===== src/rtl/soc_clk_rst_seq_pkg.sv =====
// Shared types and constants for the per-domain clock/reset sequencer.
package soc_clk_rst_seq_pkg;

  localparam int REF_DIV_BW = 6;
  localparam int FB_DIV_BW  = 8;

  localparam logic [REF_DIV_BW-1:0] REF_DIV_DEFAULT = 6'd1;
  localparam logic [FB_DIV_BW-1:0]  FB_DIV_DEFAULT  = 8'd40;

  typedef enum logic [2:0] {
    BOOT,
    IDLE,
    ASSERT_RST,
    GATE,
    PLL_PROG,
    PLL_LOCK,
    UNGATE,
    RELEASE
  } clk_rst_seq_state_e;

  typedef struct packed {
    logic                  clk_en;
    logic                  rst_req;
    logic [REF_DIV_BW-1:0] ref_div;
    logic [FB_DIV_BW-1:0]  fb_div;
  } clk_rst_seq_cfg_t;

  function automatic logic div_differs(input clk_rst_seq_cfg_t cfg,
                                       input logic [REF_DIV_BW-1:0] ref_div,
                                       input logic [FB_DIV_BW-1:0] fb_div);
    return (cfg.ref_div != ref_div) || (cfg.fb_div != fb_div);
  endfunction

endpackage


===== src/rtl/soc_clk_rst_seq_if.sv =====
// Request/PLL/domain signal bundle between control registers, sequencer and clock/reset cells.
interface soc_clk_rst_seq_if;
  import soc_clk_rst_seq_pkg::*;

  logic                  cfg_valid_i;
  logic                  cfg_ready_o;
  logic                  clk_en_i;
  logic                  rst_req_i;
  logic [REF_DIV_BW-1:0] ref_div_i;
  logic [FB_DIV_BW-1:0]  fb_div_i;
  logic [REF_DIV_BW-1:0] pll_ref_div_o;
  logic [FB_DIV_BW-1:0]  pll_fb_div_o;
  logic                  pll_locked_i;
  logic                  clk_gate_en_o;
  logic                  dom_rst_no;
  logic                  busy_o;
  logic                  lock_err_o;

  modport slave (
    input  cfg_valid_i, clk_en_i, rst_req_i, ref_div_i, fb_div_i, pll_locked_i,
    output cfg_ready_o, pll_ref_div_o, pll_fb_div_o, clk_gate_en_o, dom_rst_no,
           busy_o, lock_err_o
  );

  modport master (
    output cfg_valid_i, clk_en_i, rst_req_i, ref_div_i, fb_div_i, pll_locked_i,
    input  cfg_ready_o, pll_ref_div_o, pll_fb_div_o, clk_gate_en_o, dom_rst_no,
           busy_o, lock_err_o
  );

endinterface


===== src/rtl/soc_clk_rst_seq_timer.sv =====
// Loadable down-counter; done is high for the single cycle the count reads 1.
module soc_clk_rst_seq_timer #(
  parameter int CNT_W = 8
) (
  input  logic             clk_i,
  input  logic             arst_ni,
  input  logic             load,
  input  logic [CNT_W-1:0] load_val,
  output logic             done
);

  logic [CNT_W-1:0] cnt_q;

  always_ff @(posedge clk_i or negedge arst_ni) begin
    if (!arst_ni) begin
      cnt_q <= '0;
    end else if (load) begin
      cnt_q <= load_val;
    end else if (cnt_q != '0) begin
      cnt_q <= cnt_q - 1'b1;
    end
  end

  assign done = (cnt_q == CNT_W'(1));

endmodule


===== src/rtl/soc_clk_rst_seq.sv =====
// Per-domain clock/reset sequencer: reset, gate, reprogram PLL, lock, ungate, release.
// Optional lock timeout enabled by defining SOC_CLK_RST_SEQ_LOCK_TIMEOUT_EN.
//
// state      | meaning
// BOOT       | first cycle after reset, optional auto sequence
// IDLE       | outputs held, ready for a request
// ASSERT_RST | domain reset asserted, settle
// GATE       | clock gated, settle
// PLL_PROG   | new dividers driven, settle
// PLL_LOCK   | waiting for PLL lock (optionally bounded)
// UNGATE     | clock gate follows requested enable, settle
// RELEASE    | domain reset released if enabled and not held
module soc_clk_rst_seq
  import soc_clk_rst_seq_pkg::*;
#(
  parameter int unsigned           SETTLE_CYC   = 4,
  parameter int unsigned           LOCK_TIMEOUT = 256,
  parameter logic [REF_DIV_BW-1:0] REF_DIV_RST  = REF_DIV_DEFAULT,
  parameter logic [FB_DIV_BW-1:0]  FB_DIV_RST   = FB_DIV_DEFAULT,
  parameter int unsigned           BOOT_ON      = 1
) (
  input logic              clk_i,
  input logic              arst_ni,
  soc_clk_rst_seq_if.slave seq
);

  localparam int unsigned CNT_MAX = (SETTLE_CYC > LOCK_TIMEOUT) ? SETTLE_CYC : LOCK_TIMEOUT;
  localparam int          CNT_W   = $clog2(CNT_MAX + 1);

  clk_rst_seq_state_e    state_q, state_d;
  clk_rst_seq_cfg_t      cap_q;
  logic                  cap_load;
  logic                  timeout;
  logic                  gate_q;
  logic                  rst_n_q;
  logic [REF_DIV_BW-1:0] ref_div_q;
  logic [FB_DIV_BW-1:0]  fb_div_q;
  logic                  tmr_load;
  logic [CNT_W-1:0]      tmr_val;
  logic                  tmr_done;

  always_comb begin
    state_d  = state_q;
    cap_load = 1'b0;
    timeout  = 1'b0;
    case (state_q)
      BOOT:       state_d = (BOOT_ON != 0) ? ASSERT_RST : IDLE;
      IDLE: begin
        if (seq.cfg_valid_i) begin
          cap_load = 1'b1;
          state_d  = ASSERT_RST;
        end
      end
      ASSERT_RST: if (tmr_done) state_d = GATE;
      GATE: begin
        if (tmr_done) state_d = div_differs(cap_q, ref_div_q, fb_div_q) ? PLL_PROG : UNGATE;
      end
      PLL_PROG:   if (tmr_done) state_d = PLL_LOCK;
      PLL_LOCK: begin
        if (seq.pll_locked_i) state_d = UNGATE;
`ifdef SOC_CLK_RST_SEQ_LOCK_TIMEOUT_EN
        else if (tmr_done) begin
          state_d = IDLE;
          timeout = 1'b1;
        end
`endif
      end
      UNGATE:     if (tmr_done) state_d = RELEASE;
      RELEASE:    state_d = IDLE;
      default:    state_d = IDLE;
    endcase
  end

  // Every state entry restarts the timer; only timed states look at done.
  assign tmr_load = (state_d != state_q);
  assign tmr_val  = (state_d == PLL_LOCK) ? CNT_W'(LOCK_TIMEOUT) : CNT_W'(SETTLE_CYC);

  soc_clk_rst_seq_timer #(.CNT_W(CNT_W)) u_timer (
    .clk_i    (clk_i),
    .arst_ni  (arst_ni),
    .load     (tmr_load),
    .load_val (tmr_val),
    .done     (tmr_done)
  );

  always_ff @(posedge clk_i or negedge arst_ni) begin
    if (!arst_ni) begin
      state_q       <= BOOT;
      cap_q.clk_en  <= (BOOT_ON != 0);
      cap_q.rst_req <= (BOOT_ON == 0);
      cap_q.ref_div <= REF_DIV_RST;
      cap_q.fb_div  <= FB_DIV_RST;
      gate_q        <= 1'b0;
      rst_n_q       <= 1'b0;
      ref_div_q     <= REF_DIV_RST;
      fb_div_q      <= FB_DIV_RST;
    end else begin
      state_q <= state_d;
      if (cap_load) begin
        cap_q.clk_en  <= seq.clk_en_i;
        cap_q.rst_req <= seq.rst_req_i;
        cap_q.ref_div <= seq.ref_div_i;
        cap_q.fb_div  <= seq.fb_div_i;
      end
      if (state_d != state_q) begin
        case (state_d)
          ASSERT_RST: rst_n_q <= 1'b0;
          GATE:       gate_q  <= 1'b0;
          PLL_PROG: begin
            ref_div_q <= cap_q.ref_div;
            fb_div_q  <= cap_q.fb_div;
          end
          UNGATE:     gate_q  <= cap_q.clk_en;
          // Releasing only with the clock enabled keeps reset held whenever the gate is off.
          RELEASE:    rst_n_q <= cap_q.clk_en & ~cap_q.rst_req;
          default:    ;
        endcase
      end
      if (timeout) begin
        gate_q  <= 1'b0;
        rst_n_q <= 1'b0;
      end
    end
  end

`ifdef SOC_CLK_RST_SEQ_LOCK_TIMEOUT_EN
  logic lock_err_q;

  always_ff @(posedge clk_i or negedge arst_ni) begin
    if (!arst_ni) begin
      lock_err_q <= 1'b0;
    end else if (timeout) begin
      lock_err_q <= 1'b1;
    end
  end

  assign seq.lock_err_o = lock_err_q;
`else
  assign seq.lock_err_o = 1'b0;
`endif

  assign seq.cfg_ready_o   = (state_q == IDLE);
  assign seq.busy_o        = (state_q != IDLE) && (state_q != BOOT);
  assign seq.clk_gate_en_o = gate_q;
  assign seq.dom_rst_no    = rst_n_q;
  assign seq.pll_ref_div_o = ref_div_q;
  assign seq.pll_fb_div_o  = fb_div_q;

endmodule

===== src/flat_wrapper.sv =====
// flat-port wrapper written by rule: the top's interface ports become plain ports
module soc_clk_rst_seq_flat import soc_clk_rst_seq_pkg::*;
#(
  parameter int unsigned           SETTLE_CYC   = 4,
  parameter int unsigned           LOCK_TIMEOUT = 256,
  parameter logic [REF_DIV_BW-1:0] REF_DIV_RST  = REF_DIV_DEFAULT,
  parameter logic [FB_DIV_BW-1:0]  FB_DIV_RST   = FB_DIV_DEFAULT,
  parameter int unsigned           BOOT_ON      = 1
)
  (clk_i, arst_ni, seq_cfg_valid_i, seq_clk_en_i, seq_rst_req_i, seq_ref_div_i, seq_fb_div_i, seq_pll_locked_i, seq_cfg_ready_o, seq_pll_ref_div_o, seq_pll_fb_div_o, seq_clk_gate_en_o, seq_dom_rst_no, seq_busy_o, seq_lock_err_o);
  soc_clk_rst_seq_if seq_i ();
  input logic clk_i;
  input logic arst_ni;
  input wire logic [$bits(seq_i.cfg_valid_i)-1:0] seq_cfg_valid_i;
  input wire logic [$bits(seq_i.clk_en_i)-1:0] seq_clk_en_i;
  input wire logic [$bits(seq_i.rst_req_i)-1:0] seq_rst_req_i;
  input wire logic [$bits(seq_i.ref_div_i)-1:0] seq_ref_div_i;
  input wire logic [$bits(seq_i.fb_div_i)-1:0] seq_fb_div_i;
  input wire logic [$bits(seq_i.pll_locked_i)-1:0] seq_pll_locked_i;
  output wire logic [$bits(seq_i.cfg_ready_o)-1:0] seq_cfg_ready_o;
  output wire logic [$bits(seq_i.pll_ref_div_o)-1:0] seq_pll_ref_div_o;
  output wire logic [$bits(seq_i.pll_fb_div_o)-1:0] seq_pll_fb_div_o;
  output wire logic [$bits(seq_i.clk_gate_en_o)-1:0] seq_clk_gate_en_o;
  output wire logic [$bits(seq_i.dom_rst_no)-1:0] seq_dom_rst_no;
  output wire logic [$bits(seq_i.busy_o)-1:0] seq_busy_o;
  output wire logic [$bits(seq_i.lock_err_o)-1:0] seq_lock_err_o;
  assign seq_i.cfg_valid_i = seq_cfg_valid_i;
  assign seq_i.clk_en_i = seq_clk_en_i;
  assign seq_i.rst_req_i = seq_rst_req_i;
  assign seq_i.ref_div_i = seq_ref_div_i;
  assign seq_i.fb_div_i = seq_fb_div_i;
  assign seq_i.pll_locked_i = seq_pll_locked_i;
  assign seq_cfg_ready_o = seq_i.cfg_ready_o;
  assign seq_pll_ref_div_o = seq_i.pll_ref_div_o;
  assign seq_pll_fb_div_o = seq_i.pll_fb_div_o;
  assign seq_clk_gate_en_o = seq_i.clk_gate_en_o;
  assign seq_dom_rst_no = seq_i.dom_rst_no;
  assign seq_busy_o = seq_i.busy_o;
  assign seq_lock_err_o = seq_i.lock_err_o;
  soc_clk_rst_seq #(.SETTLE_CYC(SETTLE_CYC), .LOCK_TIMEOUT(LOCK_TIMEOUT), .REF_DIV_RST(REF_DIV_RST), .FB_DIV_RST(FB_DIV_RST), .BOOT_ON(BOOT_ON)) u_core (.clk_i(clk_i), .arst_ni(arst_ni), .seq(seq_i));
endmodule

===== config.mk =====
export PLATFORM = sky130hd
export DESIGN_NAME = soc_clk_rst_seq_flat
export DESIGN_NICKNAME = d
export VERILOG_FILES = /design/src/rtl/soc_clk_rst_seq_pkg.sv /design/src/rtl/soc_clk_rst_seq_if.sv /design/src/rtl/soc_clk_rst_seq_timer.sv /design/src/rtl/soc_clk_rst_seq.sv /design/src/flat_wrapper.sv
export SDC_FILE = /design/constraint.sdc
export NUM_CORES = 1
export LEC_CHECK = 0
export ABC_CLOCK_PERIOD_IN_PS = 3600
export CAP_MARGIN = 30
export CORE_MARGIN = 4
export CORE_UTILIZATION = 53
export CTS_CLUSTER_SIZE = 10
export DETAILED_ROUTE_END_ITERATION = 16
export GPL_TIMING_DRIVEN = 0
export PLACE_DENSITY_LB_ADDON = 0.05
export SLEW_MARGIN = 20
export SYNTH_ARGS = -nofsm -noshare
export SYNTH_HDL_FRONTEND = slang
export SYNTH_HIERARCHICAL = 1
export SYNTH_SLANG_ARGS = --single-unit

===== constraint.sdc =====
create_clock -name clk_i -period 3.6 [get_ports clk_i]
set_input_delay 0.36 -clock clk_i [delete_from_list [all_inputs] [get_ports clk_i]]
set_output_delay 0.36 -clock clk_i [all_outputs]
set_load 0.02 [all_outputs]

Word-level counts from Yosys, hierarchy flattened
Index checks and enable logic that the tools add are counted.
{"block": "word_totals", "reg_bits": 44, "latch_bits": 0, "ram_bits": 0, "rom_bits": 0, "input_bits": 20, "output_inout_bits": 19, "wordCells": 57, "n_memories": 0}
{"block": "classes", "addsub": 1, "mul": 0, "n_div": 0, "order_cmp": 0, "n_eq_ne": 18, "n_shift": 0, "mux": 15, "bitwise_logic": 2, "reduce_logical": 11}
{"operator": "$mux W9", "count": 3}
{"operator": "$eq A3 B3 Y1 const B", "count": 8}
{"operator": "$pmux W3 S8", "count": 1}
{"operator": "$mux W3", "count": 6}
{"operator": "$eq A3 B2 Y1 const B", "count": 4}
{"operator": "$eq A9 B1 Y1 const B", "count": 1}
{"operator": "$reduce_bool A9 Y1", "count": 1}
{"operator": "$sub A9 B1 Y9 const B", "count": 1}
{"operator": "$ne A8 B8 Y1", "count": 1}
{"operator": "$ne A6 B6 Y1", "count": 1}
{"operator": "$reduce_and A2 Y1", "count": 3}
{"operator": "$reduce_bool A2 Y1", "count": 3}
{"operator": "$pmux W1 S2", "count": 2}
{"operator": "$eq A3 B1 Y1 const B", "count": 1}
{"operator": "$logic_not A3 Y1", "count": 1}
{"operator": "$ne A3 B1 Y1 const B", "count": 1}
{"operator": "$ne A3 B3 Y1", "count": 1}
{"operator": "$reduce_bool A3 Y1", "count": 1}
{"operator": "$mux W1", "count": 2}
{"operator": "$mux W2", "count": 1}
{"operator": "$and A1 B1 Y1", "count": 1}
{"operator": "$logic_and A1 B1 Y1", "count": 1}
{"operator": "$logic_or A1 B1 Y1", "count": 1}
{"operator": "$not A1 Y1", "count": 1}

Depth between registers and ports, before layout
Gate-level depths: netlist of the first run.
{"block": "depth", "depth_word": 8, "depth_mapped": 11, "depth_no_buf": 11}

Hierarchy
Netlist of the first run, hierarchy kept.
{"module": "soc_clk_rst_seq", "n_inst": 1, "cells_per_inst": 131, "area_each_um2": 1685.4, "seq_area_each_um2": 884.6}
{"module": "soc_clk_rst_seq_timer", "n_inst": 1, "cells_per_inst": 67, "area_each_um2": 594.3, "seq_area_each_um2": 225.2}

Worst setup path after synthesis of the first run
No wires, ideal clock.
{"block": "synth_timing", "kind": "flip-flop to flip-flop", "from": "register u_core.u_timer.cnt_q[2]", "to": "register u_core.gate_q (netlist: u_core/seq.clk_gate_en_o)", "setup_time_ns": 0.138, "t_arrival_ns": 2.562, "t_required_ns": 3.462, "slack_ns": 0.900, "stages_incl_launch_ff": 9, "n_path_buf": 0, "synth_period_minus_slack_ns": 2.700, "cell_sequence": "dfrtp_1 > or4_1 > nor3_1 > inv_1 > nor3_1 > o21ai_2 > a21boi_1 > and3_1 > or4_1"}
{"block": "synth_between", "elab_chain_len": 6, "word_cells_on_any_way": 12, "cone_classes": "eq/ne: 4; mux: 6; reduce/logical: 2"}
{"item": "start, declared", "line_no": "soc_clk_rst_seq_timer.sv:12", "text": "logic [CNT_W-1:0] cnt_q;"}
{"item": "start signal, assigned", "line_no": "soc_clk_rst_seq_timer.sv:18", "text": "cnt_q <= load_val;"}
{"item": "start signal, assigned", "line_no": "soc_clk_rst_seq_timer.sv:20", "text": "cnt_q <= cnt_q - 1'b1;"}
{"item": "$eq A9 B1 Y1 (*)", "line_no": "soc_clk_rst_seq_timer.sv:24", "text": "assign done = (cnt_q == CNT_W'(1));"}
{"item": "via u_core.tmr_done", "line_no": "soc_clk_rst_seq.sv:40", "text": "logic tmr_done;"}
{"item": "$mux W3, on equally long branches"}
{"item": "$pmux W3 S8 (*)", "line_no": "soc_clk_rst_seq.sv:46", "text": "case (state_q)"}
{"item": "via u_core.state_d[0]", "line_no": "soc_clk_rst_seq.sv:30", "text": "clk_rst_seq_state_e state_q, state_d;"}
{"item": "$eq A3 B2 Y1 or $eq A3 B3 Y1 (tied branches)", "line_no": "soc_clk_rst_seq.sv:106", "text": "case (state_d)"}
{"item": "$reduce_bool A2 Y1 (no line)"}
{"item": "$reduce_and A2 Y1 (no line)"}
{"item": "end signal, assigned", "line_no": "soc_clk_rst_seq.sv:113", "text": "UNGATE: gate_q <= cap_q.clk_en;"}
{"item": "end, declared", "line_no": "soc_clk_rst_seq.sv:34", "text": "logic gate_q;"}
Mark *: on every way through the listed nets, which the timed path passes. The rest lies on a longest branch.
A chain may end at the register's enable or synchronous reset.

Worst setup path after layout of the first run
{"block": "layout_timing", "from": "register u_core.u_timer.cnt_q[2]", "to": "register u_core.ref_div_q[2] (netlist: u_core/seq.pll_ref_div_o[2])"}
{"block": "layout_between", "elab_chain_len": 5, "word_cells_on_any_way": 9, "cone_classes": "eq/ne: 3; mux: 5; reduce/logical: 1"}
{"item": "$eq A9 B1 Y1 (*)", "line_no": "soc_clk_rst_seq_timer.sv:24"}
{"item": "via u_core.tmr_done", "line_no": "soc_clk_rst_seq.sv:40"}
{"item": "$mux W3, on equally long branches"}
{"item": "$pmux W3 S8 (*)", "line_no": "soc_clk_rst_seq.sv:46"}
{"item": "via u_core.state_d[1]", "line_no": "soc_clk_rst_seq.sv:30"}
{"item": "$eq A3 B3 Y1 or $ne A3 B3 Y1 (tied branches)", "line_no": "soc_clk_rst_seq.sv:106, soc_clk_rst_seq.sv:105"}
{"item": "$reduce_and A2 Y1 (no line) (*)"}
{"item": "end signal, assigned", "line_no": "soc_clk_rst_seq.sv:110", "text": "ref_div_q <= cap_q.ref_div;"}
{"item": "end, declared", "line_no": "soc_clk_rst_seq.sv:36", "text": "logic [REF_DIV_BW-1:0] ref_div_q;"}
Marks and branches as above.

==> impl_metrics.csv, run 1 <==
group,metric,value,unit
global_routing,antenna_found_initial,0,
place,gp_congestion,0.793,
cts,path_clk_slew,80,ps
cells_and_area,nets,273,
yosys,syn_inst,198,
sta,maxSlewViolCount,0,
yosys,synth-seq-area-share,48.7,%
worst_hold_path,hold_path.class,"in -> async",
yosys,synth_compound_area_share,10.8,%
floorplan,initial_core_util,55.8,%
drt,drt-vias-per-instance,5.44,
sta,min_period_over_period,84.3,%
yosys,synth_top_family_by_area,"multiplexers",
cells_and_area,syn2layout_area_growth,25.5,%
cts,clock-sinks,44,
floorplan,die_h,73.6,µm
cts,clk_path_buf_depth,2,
yosys,synth_edf_count,0,
global_routing,grt_pass1_wl,7.64,mm
global_routing,track_usage,18.6,%
global_routing,grt_pass1_vias,1701,
sta,setup_tns,0,ps
drt,dr.first_iter.drc_count,83,
sta,worst_pin_slew,665,ps
floorplan,ios,39,
drt,first_pass_iters,5,
cts,clk_latency,300,ps
cells_and_area,multi_input_area,0.00108,mm²
sta,fmax,330,MHz
sta,rsz0062_at_grt,"no",
power_and_ir_drop,peakVddDrop,0.341,mV
yosys,async_reset_ff_share,100,%
cells_and_area,final_common_cell,"dfrtp_1",
floorplan,placement_rows,23,
drt,post_drt_wl_per_cell,14.6,µm
power_and_ir_drop,p_leak,1.24,nW
job,drv_cap,0,
setup_path,max_stage_delay,600,ps
drt,drc,0,
yosys,synth_cell_type_count,53,
setup_path,crit_required,3780,ps
yosys,ys.warnings.count,6,
sta,hold_viol_final,0,
setup_path,arrival,3220,ps
sta,whs,498,ps
place,dp_hpwl,3.27,mm
sta,setup_viol,0,
global_routing,grt_start_max_net_pins,31,
cells_and_area,diodes,0,
yosys,synth-seq-cells,44,
drt,antenna_left,0,
cells_and_area,seq_area,0.00111,mm²
floorplan,die_area,0.00541,mm²
setup_path,crit_path_max_fanout,10,
yosys,synth_fa_ha_area_share,1.10,%
sta,slew-limit-headroom,55.4,%
yosys,netlist_area,0.00228,mm²
yosys,avgSynthCellArea,11.5,µm²
sta,layout_min_cycle_time,3030,ps
setup_path,start_kind,"register",
cts,cts_tree,"built",
power_and_ir_drop,powerDensity,615,mW/mm²
cts,h-tree-depth,2,
setup_path,critical_path_class,"reg -> reg",
cts,numCtsBuffers,5,
setup_path,worstPathCellList,"or4_1 > nor3_1 > o21ai_0 > a222oi_1 > o21ai_2 > nor2_2 > buf_6 > mux2_2",
cells_and_area,drive_above_1_share,25.4,%
run_status,status,"finished clean",
drt,wl,4.40,mm
global_routing,grt_remaining_overflow,0,
yosys,synth-simple-area-share,12.7,%
cts,cts-root-buf,"clkbuf_8",
yosys,synth_ff_type,"dfrtp_1",
yosys,muxShareOfSynthArea,15.7,%
cells_and_area,mostFrequentLayoutCells,"dfrtp_1, clkdlybuf4s50_1, mux2_2",
cells_and_area,final.fill_count,334,
place,port_buffers,37,
floorplan,coreArea,0.00409,mm²
floorplan,chipWidth,73.6,µm
setup_path,cp-end-kind,"register",
drt,vias,1643,
sta,finalClockSkew,4.15,ps
setup_path,crit_slowest_cell,"or4_1",
yosys,yosys.area_share.xor_xnor,5.76,%
==> registers in the layout (all words and copies together) (netlist names) <==
signal	count
u_core/seq.dom_rst_no	1
u_core/cap_q	16
u_core/seq.clk_gate_en_o	1
u_core/state_q	3
u_core/seq.pll_fb_div_o	8
u_core/seq.pll_ref_div_o	6
u_core/u_timer/cnt_q	9
==> logic make-up after synthesis <==
| group | after synthesis |
|---|---|
| mux | 32 |
| fa+ha+maj | 2 |
| xor+xnor | 15 |
| simple gates | 50 |
| flops | 44 |
| buf+inv | 21 |
| compound gates | 33 |
| other cells | 1 |
==> critical path: cells and delay by family, from the launching register on <==
kind                   cells  cell delay [ps]
AOI/OAI and AO/OA          3              680
and+or+nand+nor            3             1240
buffers and inverters      1              210
muxes                      1              350
DFF                        1              430
==> what timing repair did <==
| item | CTS | global route |
|---|---|---|
| endpoints found under the hold margin | 11 | 0 |
| resized for setup | 0 | 0 |
| buffers inserted | 0 | 0 |
| hold buffers | 1 | 0 |
==> worst paths after layout <==
check                                        startpoint                          end  slack, ps  cells past startpoint
max in group asynchronous                       arst_ni   u_core/seq.pll_fb_div_o[3]       2560                      3
worst min register to register    u_core/seq.dom_rst_no        u_core/seq.dom_rst_no        520                      1
min in group clk_i                u_core/seq.dom_rst_no        u_core/seq.dom_rst_no        520                      1
worst min-delay path                            arst_ni      u_core/u_timer/cnt_q[7]        500                      2
worst max-delay path            u_core/u_timer/cnt_q[2]  u_core/seq.pll_ref_div_o[2]        570                      8
worst max register to register  u_core/u_timer/cnt_q[2]  u_core/seq.pll_ref_div_o[2]        570                      8
==> where the power goes <==
group | internal (mW) | total, mW | switching, mW
logic | 0.323 | 0.621 | 0.298
registers | 0.662 | 0.811 | 0.150
clock network | 0.157 | 0.327 | 0.170
total | 1.14 | 1.76 | 0.617
==> routing by layer <==
layer / GRT usage [%] / up-vias / wire (µm)
met2: 30.6 / 31 / 2120
met1: 23.0 / 793 / 2030
met4: 7.04 / 0 / 57
li1: - / 815 / -
met3: 5.34 / 4 / 194
met5: 0 / - / 0
==> synth_stat cells, types with 2 or more instances <==
cell type,instances,area (µm²)
nand4_1,2,12.5
o21ai_0,5,25.0
buf_6,3,33.8
o31ai_1,6,45.0
dfrtp_1,37,926
mux2i_1,2,20.0
nor3b_1,2,15.0
xor2_1,11,96.3
o211ai_1,2,15.0
nor3_1,6,30.0
xnor2_1,4,35.0
inv_1,11,41.3
o21ai_2,2,17.5
mux2_2,30,338
a21oi_1,4,20.0
or4_1,4,30.0
dfstp_2,7,184
nand2_1,11,41.3
and3_1,2,12.5
clkbuf_1,3,11.3
nor2_1,6,22.5
nor4_1,5,31.3
ha_1,2,25.0
o31a_2,2,20.0
==> cell type report <==
type,count,share of cell area [%]
repair buffers,39,13.8
well taps,50,2.19
flip-flops and latches,44,38.8
multi-input cells,140,37.8
clock inverters,2,0.481
plain buffers,9,2.49
clock buffers,6,2.89
inverters,12,1.57
==> per-stage QoR <==
step,instance area [µm²],utilization (%),cells,power [mW],setup slack (ps)
floorplan,2310,-,205,1.26,900
global placement,2740,67.0,292,1.42,558
detailed placement,2750,67.4,293,1.44,556
CTS,2860,70.0,302,1.78,518
global route,2860,70.0,302,1.90,365
finish,2860,70.0,302,1.76,566
Note: power is estimated with default switching activity, not from simulation.
==> run 2: changes to the inputs <==
--- a/config.mk
+++ b/config.mk
@@ -5,7 +5,7 @@
 export SDC_FILE = /design/constraint.sdc
 export NUM_CORES = 1
 export LEC_CHECK = 0
-export ABC_CLOCK_PERIOD_IN_PS = 3600
+export ABC_CLOCK_PERIOD_IN_PS = 3100
 export CAP_MARGIN = 30
 export CORE_MARGIN = 4
 export CORE_UTILIZATION = 53
==> constraint.sdc (replaced) <==
create_clock -name clk_i -period 3.1 [get_ports clk_i]
set_input_delay 0.31 -clock clk_i [delete_from_list [all_inputs] [get_ports clk_i]]
set_output_delay 0.31 -clock clk_i [all_outputs]
set_load 0.02 [all_outputs]
==> run 2 against run 1 <==
  * Fmax grew 4.4%
  * Combinational power up 17%
  * Register-to-register slack worse by 370 ps
  * Wire length up 0.23%
  * Sequential power rose by 16%
  * Count of clock-buffer cells in the layout stayed put
  * Utilization rose by 0.12 points
  * Critical path type unchanged
==> impl_metrics.csv, run 2 (same netlist as run 1, synthesis figures left out) <==
group,metric,value,unit
drt,vias,1642,
global_routing,track_usage,18.6,%
drt,first_pass_iters,5,
cts,clock-sinks,44,
worst_hold_path,hold_path.class,"in -> async",
sta,fmax,344,MHz
sta,slew-limit-headroom,55.4,%
sta,maxSlewViolCount,0,
job,drv_cap,0,
cells_and_area,syn2layout_area_growth,25.7,%
place,port_buffers,37,
power_and_ir_drop,peakVddDrop,0.397,mV
setup_path,worstPathCellList,"or4_1 > nor3_2 > o21ai_0 > a222oi_1 > o21ai_2 > nor2_2 > buf_6 > mux2_2",
setup_path,cp_top_family,"simple AND/OR/NAND/NOR gates",
cts,post_cts_buffers,0,
floorplan,chipWidth,73.6,µm
run_status,status,"finished clean",
place,gp_congestion,0.793,
setup_path,crit_path_max_fanout,10,
power_and_ir_drop,powerDensity,714,mW/mm²
sta,layout_min_cycle_time,2910,ps
cells_and_area,fin_cells,302,
global_routing,grt_pass1_wl,7.64,mm
global_routing,grt_pass1_vias,1701,
cts,cts-root-buf,"clkbuf_8",
sta,rsz0062_at_grt,"no",
cells_and_area,top_register,"u_core/cap_q",
floorplan,initial_core_util,55.8,%
setup_path,max_stage_delay,610,ps
cells_and_area,nets,273,
floorplan,die_h,73.6,µm
place,dp_hpwl,3.27,mm
drt,drc,0,
cells_and_area,mostFrequentLayoutCells,"dfrtp_1, clkdlybuf4s50_1, mux2_2",
setup_path,crit_slowest_cell,"or4_1",
sta,setup_tns,0,ps
cts,path_clk_slew,80,ps
cells_and_area,drive_above_1_share,25.8,%
global_routing,antenna_found_initial,0,
cells_and_area,diodes,0,
drt,antenna_left,0,
cells_and_area,final.fill_count,334,
cells_and_area,final_common_cell,"dfrtp_1",
sta,worst_pin_slew,665,ps
drt,drt-vias-per-instance,5.44,
global_routing,grt_start_max_net_pins,31,
sta,hold_viol_final,0,
floorplan,ios,39,
drt,post_drt_wl_per_cell,14.6,µm
floorplan,die_area,0.00541,mm²
sta,min_period_over_period,93.7,%
floorplan,coreArea,0.00409,mm²
floorplan,placement_rows,23,
setup_path,crit_required,3280,ps
cts,numCtsBuffers,5,
global_routing,grt_remaining_overflow,0,
cts,h-tree-depth,2,
cts,clk_path_buf_depth,2,
place,dp.cells,293,
setup_path,cp-end-kind,"register",
setup_path,critical_path_class,"reg -> reg",
sta,setup_viol,0,
drt,dr.first_iter.drc_count,80,
cells_and_area,largest_reg_flops,16,
cts,clk_latency,300,ps
setup_path,arrival,3090,ps
power_and_ir_drop,p_leak,1.24,nW
cts,cts_tree,"built",
setup_path,path_buf_inv,1,
drt,wl,4.41,mm
setup_path,start_kind,"register",
sta,finalClockSkew,4.10,ps
## run 2: cell counts in the layout (fill, tap and decap cells not counted)
Identical to the previous run, type by type.
## run 2: worst paths after layout
path                                          from                          end  slack [ps]  depth (start not counted)
setup / recovery           u_core/u_timer/cnt_q[2]  u_core/seq.pll_ref_div_o[2]         190                          8
hold / removal                             arst_ni      u_core/u_timer/cnt_q[7]         450                          2
setup reg to reg           u_core/u_timer/cnt_q[2]  u_core/seq.pll_ref_div_o[2]         190                          8
hold reg to reg              u_core/seq.dom_rst_no        u_core/seq.dom_rst_no         520                          1
max in group asynchronous                  arst_ni   u_core/seq.pll_fb_div_o[3]        2110                          3
min in group clk_i           u_core/seq.dom_rst_no        u_core/seq.dom_rst_no         520                          1
## run 2: layout make-up
| cell class | instances | area [µm²] | share of cell area [%] |
|---|---|---|---|
| Multi-Input combinational cell | 140 | 1080 | 37.9 |
| Clock buffer | 6 | 82.6 | 2.88 |
| Buffer | 9 | 71.3 | 2.49 |
| Clock inverter | 2 | 13.8 | 0.480 |
| Tap cell | 50 | 62.6 | 2.18 |
| Timing Repair Buffer | 39 | 395 | 13.8 |
| Inverter | 12 | 45.0 | 1.57 |
| Sequential cell | 44 | 1110 | 38.7 |
## run 2: routing by layer
| metal | GRT usage (%) | routed length (µm) | vias up |
|---|---|---|---|
| li1 | - | - | 813 |
| met1 | 23.0 | 2030 | 792 |
| met3 | 5.34 | 196 | 4 |
| met5 | 0 | 0 | - |
| met4 | 7.04 | 57 | 0 |
| met2 | 30.6 | 2120 | 33 |
## run 2: timing repair
action,in CTS,in global routing
resized for setup,0,1
setup endpoints to repair,0,12
endpoints found under the hold margin,11,0
hold buffers,1,0
## run 2: worst register-to-register path, delay by kind of cell, from the launching register on
kind	cells	cell delay, ps
buffers and inverters	1	210
AO/OA/AOI/OAI	3	650
flip-flops	1	430
AND/OR/NAND/NOR	3	1140
multiplexers	1	360
## run 2: per-stage QoR
stage                     cell area (µm²)  power, mW  hold WS, ps  utilization [%]  setup WS, ps
after detailed placement             2750       1.68          247             67.4          55.5
final                                2870       2.05          447             70.1           194
after CTS                            2860       2.07          449             70.0          18.2
after global placement               2740       1.64          497             67.0          58.5
after floorplan                      2310       1.46         14.4                -           400
after global routing                 2870       2.21          465             70.1          18.6
## run 2: where the power goes
| part | switching (mW) | internal (mW) | leakage, nW |
|---|---|---|---|
| clock | 0.197 | 0.182 | 0.0516 |
| combinational | 0.350 | 0.376 | 0.650 |
| sequential | 0.174 | 0.768 | 0.538 |
| total | 0.721 | 1.33 | 1.24 |
